<file path="config.mk">
export PLATFORM = sky130hd
export DESIGN_NAME = eth_frame_builder
export DESIGN_NICKNAME = d
export VERILOG_FILES = /design/src/rtl/eth_frame_pkg.sv /design/src/rtl/sync_rise.sv /design/src/rtl/eth_frame_builder.sv
export SDC_FILE = /design/constraint.sdc
export NUM_CORES = 1
export LEC_CHECK = 0
export CORE_MARGIN = 10
export CORE_UTILIZATION = 57
export CTS_BUF_LIST = sky130_fd_sc_hd__clkbuf_8
export DETAILED_ROUTE_END_ITERATION = 10
export PLACE_DENSITY = 0.79
export SETUP_SLACK_MARGIN = 0.05
export SLEW_MARGIN = 30
export SYNTH_ARGS = -nofsm -noshare
export SYNTH_HDL_FRONTEND = slang
export SYNTH_SLANG_ARGS = --single-unit
</file>
<file path="constraint.sdc">
create_clock -name clk -period 2.86 [get_ports clk]
set_input_delay 0.858 -clock clk [delete_from_list [all_inputs] [get_ports clk]]
set_output_delay 0.858 -clock clk [all_outputs]
set_load 0.1 [all_outputs]
</file>
<file path="src/rtl/eth_frame_pkg.sv">
// Shared types and constants for the Ethernet frame builder.
// Latency: none (package only).
// Backpressure: n/a.
package eth_frame_pkg;

    // Number of fixed header bytes: 14 Ethernet + 20 IPv4 + 8 UDP.
    localparam int HDR_LEN_DEFAULT = 42;

    typedef enum logic [2:0] {
        ST_IDLE,
        ST_HEADER,
        ST_PAYLOAD,
        ST_LAUNCH,
        ST_WAIT_TX,
        ST_GAP
    } state_t;

    // Fixed header for a 1400-byte RAM frame: IPv4 total length 1382 (0x0566),
    // UDP length 1362 (0x0552). The IPv4 checksum 0xB22B is precomputed for
    // exactly these fields, so any field change needs a new checksum.
    localparam logic [7:0] HDR_ROM [HDR_LEN_DEFAULT] = '{
        // Ethernet: broadcast dst, locally administered src, EtherType IPv4
        8'hFF, 8'hFF, 8'hFF, 8'hFF, 8'hFF, 8'hFF,
        8'h02, 8'h00, 8'h00, 8'h00, 8'h00, 8'h01,
        8'h08, 8'h00,
        // IPv4: ver/IHL, TOS, total length, ID, DF, TTL 64, UDP, checksum
        8'h45, 8'h00, 8'h05, 8'h66, 8'h00, 8'h00, 8'h40, 8'h00,
        8'h40, 8'h11, 8'hB2, 8'h2B,
        // IPv4: src 192.168.1.10, dst 192.168.1.1
        8'hC0, 8'hA8, 8'h01, 8'h0A, 8'hC0, 8'hA8, 8'h01, 8'h01,
        // UDP: ports 8080 -> 8080, length, checksum unused
        8'h1F, 8'h90, 8'h1F, 8'h90, 8'h05, 8'h52, 8'h00, 8'h00
    };

endpackage

</file>
<file path="src/rtl/sync_rise.sv">
// Two-flop synchronizer with rising-edge detect for a level from another clock.
// Latency: rise_o asserts 2 clk edges after d_i rises; the edge register drops it one edge later.
// Backpressure: none; rise_o is a single-cycle pulse.
module sync_rise (
    input  logic clk,
    input  logic reset,
    input  logic d_i,
    output logic rise_o
);

    logic meta_q;
    logic sync_q;
    logic prev_q;

    // Resynchronize the level, then keep one delayed copy for edge detection
    always_ff @(posedge clk) begin
        if (reset) begin
            meta_q <= 1'b0;
            sync_q <= 1'b0;
            prev_q <= 1'b0;
        end else begin
            meta_q <= d_i;
            sync_q <= meta_q;
            prev_q <= sync_q;
        end
    end

    assign rise_o = sync_q & ~prev_q;

endmodule

</file>
<file path="src/rtl/eth_frame_builder.sv">
// Builds one Ethernet/IPv4/UDP frame in frame RAM (header, optional FRAME_SEQ_EN seq number, pixels), then launches TX.
// Latency: RAM writes are registered one cycle after the decision; tx_reset rises 3 cycles after a tx_finish edge.
// Backpressure: pix_ready only in PAYLOAD; a low pix_valid stalls the payload without losing bytes.
module eth_frame_builder
    import eth_frame_pkg::*;
#(
    parameter int ETH_FRAME_SIZE = 1400,
    parameter int HDR_LEN        = HDR_LEN_DEFAULT,
    parameter int IFG_CYCLES     = 96
) (
    input  logic        clk,
    input  logic        reset,
    input  logic [7:0]  pix_data,
    input  logic        pix_valid,
    output logic        pix_ready,
    output logic [10:0] ram_addr,
    output logic [7:0]  ram_data_in,
    output logic        ram_wr_en,
    output logic        tx_reset,
    input  logic        tx_finish,
    output logic        busy,
    output logic [15:0] seq_num
);

`ifdef FRAME_SEQ_EN
    localparam int SEQ_BYTES = 2;
`else
    localparam int SEQ_BYTES = 0;
`endif

    // Last header index, first/last payload address (last 4 bytes hold the FCS)
    localparam logic [5:0]  HDR_LAST  = 6'(HDR_LEN + SEQ_BYTES - 1);
    localparam logic [10:0] PAY_FIRST = 11'(HDR_LEN + SEQ_BYTES);
    localparam logic [10:0] PAY_LAST  = 11'(ETH_FRAME_SIZE - 5);
    localparam logic [15:0] GAP_LAST  = 16'(IFG_CYCLES - 1);

    state_t      state_q;
    logic [5:0]  hdr_idx_q;
    logic [10:0] pay_addr_q;
    logic [15:0] gap_cnt_q;
    logic [10:0] ram_addr_q;
    logic [7:0]  ram_data_q;
    logic        ram_wr_en_q;
    logic        pix_ready_q;
    logic        tx_reset_q;
    logic        busy_q;
    logic [7:0]  hdr_dat_d;
    logic        fin_rise;

    sync_rise u_fin_sync (
        .clk    (clk),
        .reset  (reset),
        .d_i    (tx_finish),
        .rise_o (fin_rise)
    );

`ifdef FRAME_SEQ_EN
    logic [15:0] seq_q;

    // Header byte for the current index: ROM first, then big-endian sequence number
    always_comb begin
        hdr_dat_d = 8'h00;
        if (int'(hdr_idx_q) < HDR_LEN) begin
            hdr_dat_d = HDR_ROM[hdr_idx_q];
        end else if (int'(hdr_idx_q) == HDR_LEN) begin
            hdr_dat_d = seq_q[15:8];
        end else begin
            hdr_dat_d = seq_q[7:0];
        end
    end

    // Frame counter advances when the send controller reports a finished frame
    always_ff @(posedge clk) begin
        if (reset) begin
            seq_q <= 16'h0000;
        end else if (state_q == ST_WAIT_TX && fin_rise) begin
            seq_q <= seq_q + 16'h0001;
        end
    end

    assign seq_num = seq_q;
`else
    // Header byte for the current index: ROM only
    always_comb begin
        hdr_dat_d = 8'h00;
        if (int'(hdr_idx_q) < HDR_LEN) begin
            hdr_dat_d = HDR_ROM[hdr_idx_q];
        end
    end

    assign seq_num = 16'h0000;
`endif

    // Frame sequencing FSM; every output is a register updated here
    always_ff @(posedge clk) begin
        if (reset) begin
            state_q     <= ST_IDLE;
            hdr_idx_q   <= 6'd0;
            pay_addr_q  <= 11'd0;
            gap_cnt_q   <= 16'd0;
            ram_addr_q  <= 11'd0;
            ram_data_q  <= 8'h00;
            ram_wr_en_q <= 1'b0;
            pix_ready_q <= 1'b0;
            tx_reset_q  <= 1'b1;
            busy_q      <= 1'b0;
        end else begin
            ram_wr_en_q <= 1'b0;
            case (state_q)
                ST_IDLE: begin
                    if (pix_valid) begin
                        state_q   <= ST_HEADER;
                        hdr_idx_q <= 6'd0;
                        busy_q    <= 1'b1;
                    end
                end
                ST_HEADER: begin
                    ram_wr_en_q <= 1'b1;
                    ram_addr_q  <= 11'(hdr_idx_q);
                    ram_data_q  <= hdr_dat_d;
                    hdr_idx_q   <= hdr_idx_q + 6'd1;
                    if (hdr_idx_q == HDR_LAST) begin
                        state_q     <= ST_PAYLOAD;
                        pix_ready_q <= 1'b1;
                        pay_addr_q  <= PAY_FIRST;
                    end
                end
                ST_PAYLOAD: begin
                    // Address only advances on an accepted byte, so stalls hold it
                    if (pix_valid && pix_ready_q) begin
                        ram_wr_en_q <= 1'b1;
                        ram_addr_q  <= pay_addr_q;
                        ram_data_q  <= pix_data;
                        pay_addr_q  <= pay_addr_q + 11'd1;
                        if (pay_addr_q == PAY_LAST) begin
                            pix_ready_q <= 1'b0;
                            state_q     <= ST_LAUNCH;
                        end
                    end
                end
                ST_LAUNCH: begin
                    tx_reset_q <= 1'b0;
                    state_q    <= ST_WAIT_TX;
                end
                ST_WAIT_TX: begin
                    if (fin_rise) begin
                        tx_reset_q <= 1'b1;
                        gap_cnt_q  <= 16'd0;
                        state_q    <= ST_GAP;
                    end
                end
                ST_GAP: begin
                    if (gap_cnt_q == GAP_LAST) begin
                        state_q <= ST_IDLE;
                        busy_q  <= 1'b0;
                    end else begin
                        gap_cnt_q <= gap_cnt_q + 16'd1;
                    end
                end
                default: begin
                    state_q <= ST_IDLE;
                    busy_q  <= 1'b0;
                end
            endcase
        end
    end

    assign pix_ready   = pix_ready_q;
    assign ram_addr    = ram_addr_q;
    assign ram_data_in = ram_data_q;
    assign ram_wr_en   = ram_wr_en_q;
    assign tx_reset    = tx_reset_q;
    assign busy        = busy_q;

endmodule

</file>
==> run summary, run 1 <==
Run status: completed
Post-route minimum period: 2.40 ns
Fin cells: 556
NetSw: 1.59 mW
Die area: 10100 um2
Setup bufs post-CTS: 0
Drt total wl: 8750 um
Clock transition at the registers of the reported paths: 0.07 ns
Die height: 101 um
Worst Clk Skew: 0.0135 ns
Total grt overflow: 0
Share of flip-flops with an asynchronous set or reset: 0%
Dpl cell area: 3930 um2
Top cells by area, synth: dfxtp_1 34%, a21oi_1 5.0%, nor2_1 4.5%
Reg power frac: 33.6%
Type of the worst min-delay path: reg2reg
Pwr Density: 798 nW/um2
Final worst path period share: 84.0%
Top FF cell, synth: dfxtp_1
WL/cell: 15.7 um
Initial antenna violation count: 0
Crit-path slowest cell: clkdlybuf4s50_1
Root buffer cell: clkbuf_8
Max VDD drop: 501 uV
IO Pins: 51
Met1 WL: 4000 um
Gpl congestion: 0.934
TritonCTS Buffers: 9
Max layer used: met4
CTS tree: built
CP delay by family, top: buffers and inverters
Routed wl met3: 548 um
Clock tree buffer depth: 2
Placed Cells: 540
Worst Path Arrival: 2.66 ns
Hold buffers post-CTS: 0
Dpl hpwl: 6280 um
Sw Ratio: 48.7%
Setup CP Type: in2reg
Syn Inst Count: 451
Antenna-violating nets left: 0
Synthesized area: 3700 um2
Die width: 101 um
Std-Cell Core Area: 6310 um2
Worst path max stage delay: 0.55 ns
CP cell instances: clkdlybuf4s50_1 > nand4b_4 > a21o_1 > buf_4 > nor2_2 > a21oi_1 > a311oi_2
CTS sink cnt: 62
EDFF count, synth: 0
Required @ worst endpoint: 3.11 ns
RSZ-0062 raised after global routing: no
Internal power: 1.68 mW
Fraction of layout cells with a size suffix above 1: 16.1%
Leakage power: 1.45 nW
Clk Latency, worst-skew pair: 0.34 ns
DR WL met2: 4080 um
H-tree Lvls: 3
Vias per cell: 6.01
Largest net degree at the start of global routing: 27
Slew of the pin with the lowest slew margin: 0.794 ns
Via count: 3343
Setup-failing EPs final: 0
Maximum clock frequency: 416 MHz
GRT Resource Usage Total: 17.0%
Vias in the first global route: 2940
Drt first pass iters: 5
Clk pwr share: 20.2%
Startpoint types: input pin
Final hold vios: 0
DRT iter0 DRCs: 250
Cell variety after synth: 71
Logic pwr share: 46.1%
Buf/Inv on CP: 2
Slew HR: 47.0%
Finished Core Util: 64.9%
Critical Path End Type: flop
Yosys reg bits: 62
Most frequent cells in the layout: 62 x dfxtp_1, 44 x nor2_1, 38 x nand2_1
Commonest non-fill, non-tap cell in the layout: dfxtp_1
Average size of a mapped cell: 8.20 um2
Max-cap viol count: 0
Initial Utilization: 58.6%
FILL cells: 538
Yosys warnings: 0
Area leader, netlist: dfxtp_1
Global-route wire length before repair: 14400 um
PortBufs: 34
Fin area: 4100 um2
Critical path peak fanout: 10
Seq/Total Area, Yosys: 33.6%
Rows: 29
Remaining DRCs: 0
Setup TNS: 0 ns
Pins Over Slew Limit: 0
Final Net Count: 496
Post_cts resized: 0
N_diodes: 0
Area grow syn2layout: 10.8%
Share of the synthesized area in the top cell type: 33.6%
==> metal layers <==
layer / vias to the layer above / track usage [%]
met5: - / 0
met4: 0 / 5.22
met3: 11 / 4.66
met2: 93 / 25.8
met1: 1591 / 22.9
li1: 1648 / -
==> power by group through the flow <==
stage / sequential [mW] / combinational [mW] / clock [mW]
floorplan: 1.63 / 0.716 / 0
global placement: 1.11 / 1.48 / 0
detailed placement: 1.12 / 1.50 / 0
CTS: 1.10 / 1.51 / 0.673
global route: 1.12 / 1.59 / 0.715
finish: 1.10 / 1.51 / 0.661
==> logic make-up (layout without fill, tap and decap cells) <==
group	count (synthesis)	after routing	share of synthesized area, %
compound gates	122	122	21.9
xor+xnor	11	11	2.61
fa+ha+maj	11	11	3.65
buf+inv	60	73	9.20
flops	62	62	33.6
mux	6	6	2.06
other cells	1	16	0.101
simple gates	178	178	26.9
==> final timing paths <==
check | endpoint | depth (start not counted) | startpoint | slack [ns]
setup reg to reg | ram_data_in[0] | 6 | hdr_idx_q[0] | 0.66
setup / recovery | pay_addr_q[3] | 7 | pix_valid | 0.46
hold reg to reg | u_fin_sync.sync_q | 1 | u_fin_sync.meta_q | 0.44
hold / removal | u_fin_sync.sync_q | 1 | u_fin_sync.meta_q | 0.44
==> area by class of cell <==
class                   instances  area [um2]  area share (%)
inverters                      10        37.5           0.917
flip-flops and latches         62        1240            30.3
well taps                      77        96.3            2.35
clock buffers                  10         138            3.36
repair buffers                 47         380            9.29
multi-input cells             344        2170            53.0
clock inverters                 6        30.0           0.733
==> per-stage QoR <==
stage	worst slack [ns]	power, mW	hold WS (ns)
6_report	0.456	3.27	0.440
3_5_place_dp	0.130	2.62	0.429
5_1_grt	0.308	3.43	0.460
4_1_cts	0.478	3.28	0.444
3_3_place_gp	0.156	2.59	0.420
2_1_floorplan	0.683	2.34	0.414
==> registers in the layout, indices dropped and copies added (netlist names), 3 cells and up <==
signal and count:
gap_cnt_q 16, hdr_idx_q 6, pay_addr_q 11, ram_addr 11, ram_data_in 8, state_q 3
==> cells in the mapped netlist (3+ instances only) <==
| cell type | count |
|---|---|
| mux2_2 | 3 |
| nor4_2 | 5 |
| and3_1 | 9 |
| buf_4 | 19 |
| and2_1 | 4 |
| a22oi_1 | 4 |
| nor2_1 | 44 |
| nand2b_1 | 10 |
| o21ai_1 | 10 |
| or2_2 | 4 |
| nor2b_1 | 6 |
| nand3_1 | 10 |
| inv_1 | 9 |
| or4_1 | 4 |
| nand2_1 | 38 |
| a21oi_1 | 37 |
| buf_6 | 4 |
| a211oi_1 | 10 |
| dfxtp_1 | 62 |
| o31ai_1 | 5 |
| nand4_1 | 6 |
| a311oi_1 | 8 |
| o21ai_0 | 14 |
| clkbuf_1 | 14 |
| xnor2_1 | 9 |
| nor3_1 | 9 |
| or3_1 | 9 |
| o211ai_1 | 6 |
| ha_1 | 10 |
| o41ai_1 | 3 |
| buf_2 | 11 |
Note: power is estimated with default switching activity, not from simulation.
==> inputs of run 2 (changes only) <==
==> constraint.sdc (replaced) <==
create_clock -name clk -period 2.25 [get_ports clk]
set_input_delay 0.675 -clock clk [delete_from_list [all_inputs] [get_ports clk]]
set_output_delay 0.675 -clock clk [all_outputs]
set_load 0.1 [all_outputs]
==> run 2 against run 1 <==
  * Clock skew fell by 0.0031 ns
  * First-iteration DRC count shrank 33%
  * Worst hold slack gained 0.024 ns
  * Die area unchanged
  * Register-to-register slack lost 0.35 ns
  * Wire length rose by 3.0%
  * Non-clock buffer count grew 17
  * Combinational power increased by 39%
  * Critical path type unchanged
  * Highest routed layer unchanged
==> run summary, run 2 (same netlist as run 1, synthesis figures left out) <==
Run status: completed (unchanged)
Most frequent cells in the layout: 62 x dfxtp_1, 50 x buf_4, 44 x nor2_1 (was 62 x dfxtp_1, 44 x nor2_1, 38 x nand2_1)
Remaining DRCs: 0 (unchanged)
Slew HR: 54.2% (was 47.0%)
Pins Over Slew Limit: 0 (unchanged)
Dpl hpwl: 6510 um (was 6280 um)
Clk Latency, worst-skew pair: 0.35 ns (was 0.34 ns)
Final hold vios: 0 (unchanged)
Max reg flops: 16 (unchanged)
Largest net degree at the start of global routing: 25 (was 27)
Post-route minimum period: 2.06 ns
Rows: 29 (unchanged)
Maximum clock frequency: 485 MHz
RR Startpoint: gap_cnt_q[1] (was hdr_idx_q[0])
Crit-path slowest cell: clkdlybuf4s50_1 (unchanged)
Most used cell, CP: nor3_1
Crit path from: pix_valid (unchanged)
IO Pins: 51 (unchanged)
Clock tree buffer depth: 2 (unchanged)
Setup bufs post-CTS: 0 (unchanged)
Setup CP Type: in2reg (unchanged)
Fin cells: 573 (was 556)
Vias in the first global route: 3162 (was 2940)
Final worst path period share: 91.7%
Finished Core Util: 68.1% (was 64.9%)
Global-route wire length before repair: 15100 um (was 14400 um)
Commonest non-fill, non-tap cell in the layout: dfxtp_1 (unchanged)
Total grt overflow: 0 (unchanged)
Required @ worst endpoint: 2.51 ns (was 3.11 ns)
CP Capture Point: ram_data_in[0] (was pay_addr_q[3])
Critical Path End Type: flop (unchanged)
Drt total wl: 9010 um (was 8750 um)
Setup-failing EPs final: 0 (unchanged)
Max-cap viol count: 0 (unchanged)
Via count: 3385 (was 3343)
Hold buffers post-CTS: 0 (unchanged)
Placed Cells: 557 (was 540)
Initial Utilization: 58.6% (unchanged)
Vias per cell: 5.91 (was 6.01)
Top reg by flops: gap_cnt_q (unchanged)
Type of the worst min-delay path: reg2reg (unchanged)
Worst Path Arrival: 2.32 ns (was 2.66 ns)
Final Net Count: 513 (was 496)
CTS tree: built (unchanged)
Die height: 101 um (unchanged)
Register Area: 1240 um2 (unchanged)
DRT iter0 DRCs: 168 (was 250)
FF-to-FF setup slack: 0.31 ns (was 0.66 ns)
Worst Clk Skew: 0.0104 ns (was 0.0135 ns)
Worst hold path depth: 1 (unchanged)
CP cell instances: clkdlybuf4s50_1 > nand4b_4 > a21o_1 > buf_12 > buf_4 > nor3_1 > a21oi_1 > nor3_1 (was clkdlybuf4s50_1 > nand4b_4 > a21o_1 > buf_4 > nor2_2 > a21oi_1 > a311oi_2)
Post_cts resized: 0 (unchanged)
Slew of the pin with the lowest slew margin: 0.686 ns (was 0.794 ns)
Worst r2r dst: state_q[0] (was ram_data_in[0])
Startpoint types: input pin (unchanged)
WL/cell: 15.7 um (about the same)
H-tree Lvls: 3 (unchanged)
Clock transition at the registers of the reported paths: 0.06 ns (was 0.07 ns)
Leakage power: 1.57 nW (was 1.45 nW)
Gpl congestion: 0.901 (was 0.934)
PortBufs: 34 (unchanged)
Antenna-violating nets left: 0 (unchanged)
Drt first pass iters: 4 (was 5)
Final Hold Slack: 0.464 ns (was 0.440 ns)
Fraction of layout cells with a size suffix above 1: 19.2% (was 16.1%)
FILL cells: 531 (was 538)
Worst path max stage delay: 0.55 ns (about the same)
R2R cell count: 6 (unchanged)
Die area: 10100 um2 (unchanged)
Std-Cell Core Area: 6310 um2 (unchanged)
Critical path peak fanout: 15 (was 10)
Die width: 101 um (unchanged)
GRT Resource Usage Total: 17.8% (was 17.0%)
CTS sink cnt: 62 (unchanged)
RSZ-0062 raised after global routing: no (unchanged)
Pwr Density: 1040 nW/um2 (was 798 nW/um2)
N_diodes: 0 (unchanged)
TritonCTS Buffers: 9 (unchanged)
Area grow syn2layout: 16.3% (was 10.8%)
Root buffer cell: clkbuf_8 (unchanged)
Initial antenna violation count: 0 (unchanged)
Max VDD drop: 795 uV (was 501 uV)
Multi-input logic area: 2180 um2 (was 2170 um2)
[run 2: how the worst min path moves through the flow]
stage	start	end	slack [ns]
final	u_fin_sync.meta_q	u_fin_sync.sync_q	0.46
after global routing	u_fin_sync.meta_q	u_fin_sync.sync_q	0.47
after CTS	u_fin_sync.meta_q	u_fin_sync.sync_q	0.47
after detailed placement	u_fin_sync.meta_q	u_fin_sync.sync_q	0.45
after global placement	u_fin_sync.meta_q	u_fin_sync.sync_q	0.43
after floorplan	u_fin_sync.meta_q	u_fin_sync.sync_q	0.41
[run 2: area by class of cell]
class / instances / share of cell area [%]
Tap cell: 77 / 2.24
Timing Repair Buffer: 64 / 12.7
Multi-Input combinational cell: 344 / 50.7
Clock inverter: 5 / 1.13
Sequential cell: 62 / 28.9
Clock buffer: 11 / 3.52
Inverter: 10 / 0.873
[run 2: worst max-delay path: cells and delay by family]
family	cells	cell delay, ns
compound gates	2	0.30
buf+inv	3	0.88
simple gates	3	0.47
[run 2: stage by stage]
step / total power, mW / area (um2) / setup TNS, ns / setup slack, ns
6_report: 4.46 / 4300 / 0 / 0.187
5_1_grt: 4.69 / 4300 / 0 / 0.0925
2_1_floorplan: 2.98 / 3750 / 0 / 0.0727
3_3_place_gp: 3.45 / 4090 / -1.21 / -0.106
3_5_place_dp: 3.47 / 4090 / -1.87 / -0.166
4_1_cts: 4.47 / 4290 / 0 / 0.176
[run 2: routing by layer]
metal	GRT usage, %	vias to the layer above	wire length [um]
met2	27.4	80	4210
li1	-	1681	-
met5	0	-	0
met4	6.96	0	165
met3	5.01	16	502
met1	22.9	1608	4130
[run 2: power by group]
| part | total [mW] | leakage [nW] | switching, mW | internal, mW |
|---|---|---|---|---|
| logic | 2.10 | 0.954 | 1.51 | 0.592 |
| clock network | 0.999 | 0.110 | 0.437 | 0.562 |
| registers | 1.37 | 0.504 | 0.125 | 1.24 |
==> inputs of run 3 (changes only) <==
--- a/config.mk
+++ b/config.mk
@@ -9,6 +9,7 @@
 export CORE_UTILIZATION = 57
 export CTS_BUF_LIST = sky130_fd_sc_hd__clkbuf_8
 export DETAILED_ROUTE_END_ITERATION = 10
+export GPL_TIMING_DRIVEN = 0
 export PLACE_DENSITY = 0.79
 export SETUP_SLACK_MARGIN = 0.05
 export SLEW_MARGIN = 30
==> run 3 against run 2 <==
  * Core utilization grew 1.4 points
  * Critical path depth shrank 7
  * Fmax shrank 4.3%
  * Die area is the same
  * Final area grew 2.1%
  * Clock-buffer cell count shrank 1
  * Wire length grew 12%
  * Critical endpoint is now ram_wr_en
  * Largest power group unchanged
==> run summary, run 3 (same netlist as run 1, synthesis figures left out) <==
Commonest non-fill, non-tap cell in the layout: dfxtp_1 (unchanged)
Drt total wl: 10100 um (was 9010 um)
Setup TNS: 0 ns (unchanged)
Leakage power: 1.59 nW (was 1.57 nW)
Startpoint types: flop (was input pin)
Clk pwr share: 21.9% (was 22.4%)
CTS sink cnt: 62 (unchanged)
RSZ-0062 raised after global routing: yes (was no)
Pwr Density: 1000 nW/um2 (was 1040 nW/um2)
Maximum clock frequency: 464 MHz (was 485 MHz)
CP cell instances: clkdlybuf4s15_1 (was clkdlybuf4s50_1 > nand4b_4 > a21o_1 > buf_12 > buf_4 > nor3_1 > a21oi_1 > nor3_1)
Routed wl met3: 607 um (was 502 um)
Final Net Count: 532 (was 513)
Hold buffers post-CTS: 0 (unchanged)
Initial antenna violation count: 0 (unchanged)
Clk Latency, worst-skew pair: 0.35 ns (about the same)
Critical path peak fanout: 1 (was 15)
Most frequent cells in the layout: 60 x dfxtp_1, 44 x nor2_1, 38 x nand2_1 (was 62 x dfxtp_1, 50 x buf_4, 44 x nor2_1)
Dpl cell area: 4180 um2 (was 4090 um2)
Multi-input logic area: 2210 um2 (was 2180 um2)
Run status: completed (unchanged)
Fraction of layout cells with a size suffix above 1: 20.2% (was 19.2%)
DR WL met2: 4890 um (was 4210 um)
Logic pwr share: 47.1% (was 47.0%)
Fin area: 4390 um2 (was 4300 um2)
Buf/Inv on CP: 1 (was 3)
NetSw: 2.12 mW (was 2.07 mW)
Top reg by flops: gap_cnt_q (unchanged)
Register Area: 1240 um2 (about the same)
Area grow syn2layout: 18.7% (was 16.3%)
Critical Path End Type: primary output (was flop)
Root buffer cell: clkbuf_8 (unchanged)
Reg power frac: 31.1% (was 30.6%)
RR Startpoint: hdr_idx_q[1] (was gap_cnt_q[1])
Slew HR: 36.5% (was 54.2%)
Dpl hpwl: 7430 um (was 6510 um)
Slew of the pin with the lowest slew margin: 0.956 ns (was 0.686 ns)
FILL cells: 534 (was 531)
Max layer used: met4 (unchanged)
Clock tree buffer depth: 2 (unchanged)
Crit-path slowest cell: clkdlybuf4s15_1 (was clkdlybuf4s50_1)
Drt first pass iters: 5 (was 4)
WL/cell: 17.1 um (was 15.7 um)
Worst path max stage delay: 0.82 ns (was 0.55 ns)
GRT Resource Usage Total: 20.0% (was 17.8%)
Internal power: 2.28 mW (was 2.39 mW)
Worst Path Arrival: 1.48 ns (was 2.32 ns)
Antenna-violating nets left: 0 (unchanged)
Largest net degree at the start of global routing: 12 (was 25)
TritonCTS Buffers: 9 (unchanged)
Max VDD drop: 766 uV (was 795 uV)
Die width: 101 um (unchanged)
Die area: 10100 um2 (unchanged)
Setup CP Type: reg2out (was in2reg)
IO Pins: 51 (unchanged)
Sw Ratio: 48.1% (was 46.4%)
Max-cap viol count: 0 (unchanged)
Remaining DRCs: 0 (unchanged)
Die height: 101 um (unchanged)
Clock transition at the registers of the reported paths: 0.07 ns (was 0.06 ns)
Std-Cell Core Area: 6310 um2 (unchanged)
DRT iter0 DRCs: 271 (was 168)
Crit path from: ram_wr_en (was pix_valid)
Initial Utilization: 58.6% (unchanged)
H-tree Lvls: 3 (unchanged)
N_diodes: 0 (unchanged)
Vias in the first global route: 3379 (was 3162)
Rows: 29 (unchanged)
Final worst path period share: 95.8% (was 91.7%)
Gpl congestion: 0.901 (about the same)
Setup-failing EPs final: 0 (unchanged)
CTS tree: built (unchanged)
Met1 WL: 4390 um (was 4130 um)
Type of the worst min-delay path: reg2reg (unchanged)
PortBufs: 33 (was 34)
CP delay by family, top: buffers and inverters (unchanged)
Max reg flops: 16 (unchanged)
Via count: 3477 (was 3385)
Final hold vios: 0 (unchanged)
Post-route minimum period: 2.15 ns (was 2.06 ns)
Pins Over Slew Limit: 0 (unchanged)
Vias per cell: 5.88 (was 5.91)
Worst hold start: u_fin_sync.sync_q (was u_fin_sync.meta_q)
Setup bufs post-CTS: 0 (unchanged)
Global-route wire length before repair: 16600 um (was 15100 um)
Required @ worst endpoint: 1.57 ns (was 2.51 ns)
Worst Clk Skew: 0.00962 ns (was 0.0104 ns)
Total grt overflow: 0 (unchanged)
==> run 3: changes by cell type in the layout (fill, tap and decap cells not counted), moves of 3 or more <==
cell             change
buf_6                +4
buf_12               -3
clkbuf_1            +12
buf_4               -31
clkbuf_2            +10
nor4_4               +3
clkdlybuf4s15_2     +13
nor4_2               -3
buf_2               +11
==> run 3: timing repair <==
action                     4_1_cts  5_1_grt
gates resized for setup         65       15
setup endpoints to repair       45       32
cloned                           0        0
==> run 3: final timing paths <==
kind | endpoint | slack (ns) | depth (start not counted)
setup / recovery | ram_wr_en | 0.1 | 1
hold / removal | u_fin_sync.prev_q | 0.46 | 1
setup reg to reg | pay_addr_q[10] | 0.1 | 9
hold reg to reg | u_fin_sync.prev_q | 0.46 | 1
==> run 3: metrics by stage <==
step	instances	hold WS (ns)	utilization [%]	worst slack (ns)	total power, mW
finish	591	0.463	69.5	0.0953	4.40
global placement	576	0.422	66.2	-0.338	3.43
global route	591	0.479	69.5	0.0174	4.59
detailed placement	576	0.451	66.2	-0.353	3.45
floorplan	466	0.414	-	0.0727	2.98
CTS	591	0.468	69.7	0.0505	4.39
==> run 3: routing by layer <==
layer  vias up  GRT usage [%]
met3        21           3.77
li1       1713              -
met1      1640           24.7
met4         0           9.46
met5         -              0
met2       103           32.8
==> run 3: power groups by stage <==
stage | Clock (mW) | Combinational, mW | Sequential (mW)
after floorplan | 0 | 0.910 | 2.07
after global placement | 0 | 2.05 | 1.38
after detailed placement | 0 | 2.07 | 1.39
after CTS | 0.974 | 2.05 | 1.36
after global routing | 1.02 | 2.19 | 1.38
final | 0.962 | 2.07 | 1.37
==> run 3: final cells by class <==
cell class / instances / share of cell area (%)
Buffer: 50 / 7.01
Clock buffer: 10 / 3.14
Clock inverter: 5 / 1.14
Inverter: 10 / 0.855
Multi-Input combinational cell: 344 / 50.4
Sequential cell: 62 / 28.3
Tap cell: 77 / 2.19
Timing Repair Buffer: 33 / 6.93
